$ cat config.mk
export PLATFORM = sky130hd
export DESIGN_NAME = ram_fifo_ctrl_flat
export DESIGN_NICKNAME = d
export VERILOG_FILES = /design/src/rtl/ram_fifo_ctrl_if.sv /design/src/rtl/ram_fifo_ctrl.sv /design/src/flat_wrapper.sv
export SDC_FILE = /design/constraint.sdc
export NUM_CORES = 1
export LEC_CHECK = 0
export ABC_CLOCK_PERIOD_IN_PS = 3920
export BUFFER_PORTS_ARGS = -buffer_cell sky130_fd_sc_hd__buf_2
export CORE_ASPECT_RATIO = 1.4
export CORE_MARGIN = 1
export CORE_UTILIZATION = 50
export CTS_CLUSTER_SIZE = 12
export DETAILED_ROUTE_END_ITERATION = 8
export PLACE_DENSITY = 0.94
export SLEW_MARGIN = 20
export SYNTH_ARGS = -nofsm -noshare
export SYNTH_HDL_FRONTEND = slang
export SYNTH_SLANG_ARGS = --single-unit
$ cat constraint.sdc
create_clock -name clk -period 3.92 [get_ports clk]
set_clock_uncertainty 0.05 [all_clocks]
set_input_delay 0.392 -clock clk [delete_from_list [all_inputs] [get_ports clk]]
set_output_delay 0.392 -clock clk [all_outputs]
set_load 0.02 [all_outputs]
$ cat src/rtl/ram_fifo_ctrl_if.sv
// ram_fifo_ctrl_if: push/pop stream bundle between a producer/consumer and the RAM FIFO controller
// Ports (slave = controller side):
//   push_valid, push_data, pop_ready   producer/consumer -> controller
//   push_ready, pop_valid, pop_data    controller -> producer/consumer
//   level                              words held (RAM + in-flight read + output buffer)
interface ram_fifo_ctrl_if #(
  parameter int ADDR_W = 4,
  parameter int BYTES  = 4
);
  logic                push_valid;
  logic                push_ready;
  logic [8*BYTES-1:0]  push_data;
  logic                pop_valid;
  logic                pop_ready;
  logic [8*BYTES-1:0]  pop_data;
  logic [ADDR_W+1:0]   level;
  modport slave (
    input  push_valid, push_data, pop_ready,
    output push_ready, pop_valid, pop_data, level
  );
  modport master (
    output push_valid, push_data, pop_ready,
    input  push_ready, pop_valid, pop_data, level
  );
endinterface

$ cat src/rtl/ram_fifo_ctrl.sv
// ram_fifo_ctrl: single-clock FIFO controller driving a 1W/1R byte-masked RAM with 1-cycle read latency
// Ports:
//   clk, resetn          clock and async active-low reset
//   bus                  push/pop stream interface (slave modport)
//   ram_wr_en/mask/addr/data   RAM write port (mask is always all ones)
//   ram_rd_en/addr       RAM read request
//   ram_rd_data          RAM registered read data, valid the cycle after ram_rd_en
module ram_fifo_ctrl #(
  parameter int ADDR_W = 4,
  parameter int BYTES  = 4
) (
  input  logic                clk,
  input  logic                resetn,
  ram_fifo_ctrl_if.slave      bus,
  output logic                ram_wr_en,
  output logic [BYTES-1:0]    ram_wr_mask,
  output logic [ADDR_W-1:0]   ram_wr_addr,
  output logic [8*BYTES-1:0]  ram_wr_data,
  output logic                ram_rd_en,
  output logic [ADDR_W-1:0]   ram_rd_addr,
  input  logic [8*BYTES-1:0]  ram_rd_data
);
  logic [ADDR_W:0]    wr_ptr, rd_ptr, ram_cnt;
  logic               inflight, hd, ram_empty, ram_full, push_fire, pop_fire;
  logic [1:0]         buf_cnt;
  logic [8*BYTES-1:0] obuf [2];
  assign ram_empty = wr_ptr == rd_ptr;
  assign ram_full = (wr_ptr[ADDR_W] != rd_ptr[ADDR_W]) && (wr_ptr[ADDR_W-1:0] == rd_ptr[ADDR_W-1:0]);
  assign bus.push_ready = resetn && !ram_full;
  assign push_fire = bus.push_valid && bus.push_ready;
  assign bus.pop_valid = buf_cnt != 2'd0;
  assign pop_fire = bus.pop_valid && bus.pop_ready;
  // Issue a read only if the output buffer can still absorb it once the in-flight word lands.
  assign ram_rd_en = !ram_empty && (({1'b0, buf_cnt} + {2'b0, inflight}) < (3'd2 + {2'b0, pop_fire}));
  assign ram_rd_addr = rd_ptr[ADDR_W-1:0];
  assign ram_wr_en = push_fire;
  assign ram_wr_mask = '1;
  assign ram_wr_addr = wr_ptr[ADDR_W-1:0];
  assign ram_wr_data = bus.push_data;
  assign bus.pop_data = obuf[hd];
  assign ram_cnt = wr_ptr - rd_ptr;
  assign bus.level = {1'b0, ram_cnt} + {{(ADDR_W+1){1'b0}}, inflight} + {{ADDR_W{1'b0}}, buf_cnt};
  always_ff @(posedge clk or negedge resetn)
    if (!resetn) begin
      wr_ptr   <= '0;
      rd_ptr   <= '0;
      inflight <= 1'b0;
      buf_cnt  <= 2'd0;
      hd       <= 1'b0;
    end else begin
      if (push_fire) wr_ptr <= wr_ptr + 1'b1;
      if (ram_rd_en) rd_ptr <= rd_ptr + 1'b1;
      inflight <= ram_rd_en;
      buf_cnt  <= buf_cnt + {1'b0, inflight} - {1'b0, pop_fire};
      if (pop_fire) hd <= !hd;
    end
  // Returning word lands at the tail; with at most one word held the tail is head ^ count.
  always_ff @(posedge clk)
    if (inflight) obuf[hd ^ buf_cnt[0]] <= ram_rd_data;
endmodule

$ cat src/flat_wrapper.sv
// flat-port wrapper written by rule: the top's interface ports become plain ports
module ram_fifo_ctrl_flat 
#(
  parameter int ADDR_W = 4,
  parameter int BYTES  = 4
)
  (clk, resetn, ram_wr_en, ram_wr_mask, ram_wr_addr, ram_wr_data, ram_rd_en, ram_rd_addr, ram_rd_data, bus_push_valid, bus_push_data, bus_pop_ready, bus_push_ready, bus_pop_valid, bus_pop_data, bus_level);
  ram_fifo_ctrl_if #(.ADDR_W(ADDR_W), .BYTES(BYTES)) bus_i ();
  input  logic clk;
  input  logic resetn;
  output logic ram_wr_en;
  output logic [BYTES-1:0] ram_wr_mask;
  output logic [ADDR_W-1:0] ram_wr_addr;
  output logic [8*BYTES-1:0] ram_wr_data;
  output logic ram_rd_en;
  output logic [ADDR_W-1:0] ram_rd_addr;
  input  logic [8*BYTES-1:0] ram_rd_data;
  input wire logic [$bits(bus_i.push_valid)-1:0] bus_push_valid;
  input wire logic [$bits(bus_i.push_data)-1:0] bus_push_data;
  input wire logic [$bits(bus_i.pop_ready)-1:0] bus_pop_ready;
  output wire logic [$bits(bus_i.push_ready)-1:0] bus_push_ready;
  output wire logic [$bits(bus_i.pop_valid)-1:0] bus_pop_valid;
  output wire logic [$bits(bus_i.pop_data)-1:0] bus_pop_data;
  output wire logic [$bits(bus_i.level)-1:0] bus_level;
  assign bus_i.push_valid = bus_push_valid;
  assign bus_i.push_data = bus_push_data;
  assign bus_i.pop_ready = bus_pop_ready;
  assign bus_push_ready = bus_i.push_ready;
  assign bus_pop_valid = bus_i.pop_valid;
  assign bus_pop_data = bus_i.pop_data;
  assign bus_level = bus_i.level;
  ram_fifo_ctrl #(.ADDR_W(ADDR_W), .BYTES(BYTES)) u_core (.clk(clk), .resetn(resetn), .bus(bus_i), .ram_wr_en(ram_wr_en), .ram_wr_mask(ram_wr_mask), .ram_wr_addr(ram_wr_addr), .ram_wr_data(ram_wr_data), .ram_rd_en(ram_rd_en), .ram_rd_addr(ram_rd_addr), .ram_rd_data(ram_rd_data));
endmodule
==> results.md <==
- Grt ovf: 0
- # port buffers: between 80 and 90
- Number of nets in the layout: about 380
- Max FO, Critical Path: 4
- Async set-reset flop share out of synthesis: 17.9%
- CP Class: reg -> out
- Avg Synthesized Cell Area: around 15 sq um
- CTS clk-pin slew, worst paths: 0.08 ns
- Clk sink count: about 80
- RSZ-0062 raised after global routing: no
- Post-synth top area share: about 53%
- Synth unique cells: 36
- Crit path capture type: output port
- Largest net degree at the start of global routing: 33
- Post-layout util: 58.6%
- Final setup viols: 0
- CP required: 3.48 ns
- Seq/Total Area, Yosys: 62.4%
- Syn Std Cell Area: 3640 sq um
- Clock root buffer: clkbuf_8
- 1st-pass router iterations: 6
- CTS tree: built
- Final GP Congestion: 0.810
- Area contributors post-synth: edfxtp_1 (53%), mux2_2 (9.9%), dfrtp_1 (9.6%)
- Critical Path AT: 2.58 ns
- Max Buffers Root-to-Sink: 2
- Relative slew slack: a little under two fifths
- Chip Height: ~100 um
- FF+latch count, synth: 78
- Mapped Cells: 242
- Worst-Skew Late Latency: 0.34 ns
- Initial antenna violation count: 0
- EDFF count, synth: 64
- Setup TNS: 0 ns
- Hold crit path type: in -> reg
- CTS Buf Count: 9
- R2r setup slk: 1.74 ns
- Status: finished, final reports clean
- Critical path startpoint category: register
- Max cap viols: 0
- Diodes inserted: 0
- Fin crit share: ~77%
- Final Hold Slack: 0.184 ns
- Cell type with the largest total area after synthesis: edfxtp_1
- IO Count: 154
- Die X: between 70 and 80 um
- Post_cts resized: 0
- Least-Margin Pin Slew: 0.930 ns
- Ys flop type: edfxtp_1
- Initial core utilization: a little over half
- Register area: 2270 sq um
- Drt first-iter violations: 91
- Routed WL per cell: 15.7 um
- Filler instances: 546
- Fmax achieved: 330 MHz
- Tmin final: 3.03 ns
- Area of the multi-input gates: 976 sq um
- H-tree depth: 3
- Vias per std cell: 4.95
- Fin. Hold Viols: 0
- Row count: 36
- Layout cells sized above 1: approximately 46%
- Vias in the first global route: 1941
- DR DRC count: 0
- Setup Buffers After CTS: 0
- Synth-to-layout area growth: 12.4%
- Total Routing Usage GR: 16.9%
- First-pass GRT wire length: 9.07 mm
- Core area: 6980 sq um
- Routed vias: 1956
- Yosys warnings: 0
- Max Slew Vio Count: 0
- Final HPWL DP: 4.35 mm
- Routed Wire Length: 6.20 mm
- CTS hold repair buffers: 1
- Post-route ant nets: 0
- Die area: 7630 sq um
## critical path, cell delays in order, from the launching register on
cell,delay (ns)
dfrtp_1,0.40
inv_1,0.09
ha_1,0.23
fa_1,0.48
inv_1,0.07
fa_1,0.45
nand3b_1,0.11
mux2i_1,0.09
xnor2_1,0.14
buf_2,0.18
## synthesized netlist by cell type, drive strengths merged, types with 2 or more instances
| cell | n |
|---|---|
| ha | 11 |
| nor2 | 3 |
| nand3b | 2 |
| fa | 3 |
| edfxtp | 64 |
| nor3 | 2 |
| nand2 | 5 |
| buf | 48 |
| o21ai | 5 |
| inv | 13 |
| dfrtp | 14 |
| a21oi | 2 |
| nand4 | 3 |
| mux2 | 33 |
| xnor2 | 17 |
| nand3 | 3 |
| xor2 | 2 |
## stage by stage
stage	cells	area, sq um	setup WS, ns
CTS	395	4090	0.861
global placement	378	3860	1.35
detailed placement	378	3860	1.24
floorplan	245	3650	1.31
finish	395	4090	0.893
global route	395	4090	0.739
## logic make-up (layout without fill, tap and decap cells)
kind of cell / after synthesis / in the layout / share of synthesized area, %
simple gates: 25 / 25 / 3.96
xor+xnor: 19 / 19 / 4.78
fa+ha+maj: 14 / 14 / 5.43
mux: 34 / 34 / 10.5
compound gates: 9 / 9 / 1.55
buf+inv: 62 / 117 / 11.2
other cells: 1 / 4 / 0.103
flops: 78 / 78 / 62.4
## worst paths after layout
kind,from,to,depth (start not counted)
min in group asynchronous,resetn,u_core.hd,2
hold reg to reg,u_core.rd_ptr[2],u_core.rd_ptr[2],1
setup / recovery,u_core.wr_ptr[0],bus_level[4],9
setup reg to reg,u_core.hd,u_core.obuf[1][5],2
hold / removal,ram_rd_data[27],u_core.obuf[1][27],1
max in group asynchronous,resetn,u_core.wr_ptr[4],2
## layout by cell type (no fill, tap or decap), types with 2 or more instances in the layout
master,instances
buf_2,85
conb_1,4
nand2_1,5
nand4_1,3
a21oi_1,2
bufinv_16,2
mux2_2,32
o21ai_1,3
inv_1,13
ha_1,11
xor2_1,2
buf_4,2
nand3_1,3
edfxtp_1,64
nor2_1,2
xnor2_1,16
fa_1,3
clkbuf_8,10
nor3_1,2
dfrtp_1,14
## per-layer routing
layer  GRT usage (%)  vias to the layer above  share of wire [%]
li1                -                      913                  -
met1            15.4                      934                 35
met2            31.5                       82                 56
met3            4.59                       27                5.4
met4            11.5                        0                3.9
met5               0                        -                  0
## flip-flops by register name, indices dropped and copies added (netlist names)
signal	cells
u_core.rd_ptr	5
u_core.wr_ptr	5
u_core.buf_cnt	2
u_core.inflight	1
u_core.obuf	64
u_core.hd	1
## final cells by class
class	count	share of cell area [%]
Timing Repair Buffer	88	11.0
Multi-Input combinational cell	105	23.9
Clock inverter	5	2.02
Sequential cell	78	55.6
Tap cell	95	2.91
Clock buffer	11	3.46
Inverter	13	1.19
Power is not shown: default switching activity piles up to over one toggle a cycle in this logic, so the estimate is an artifact.
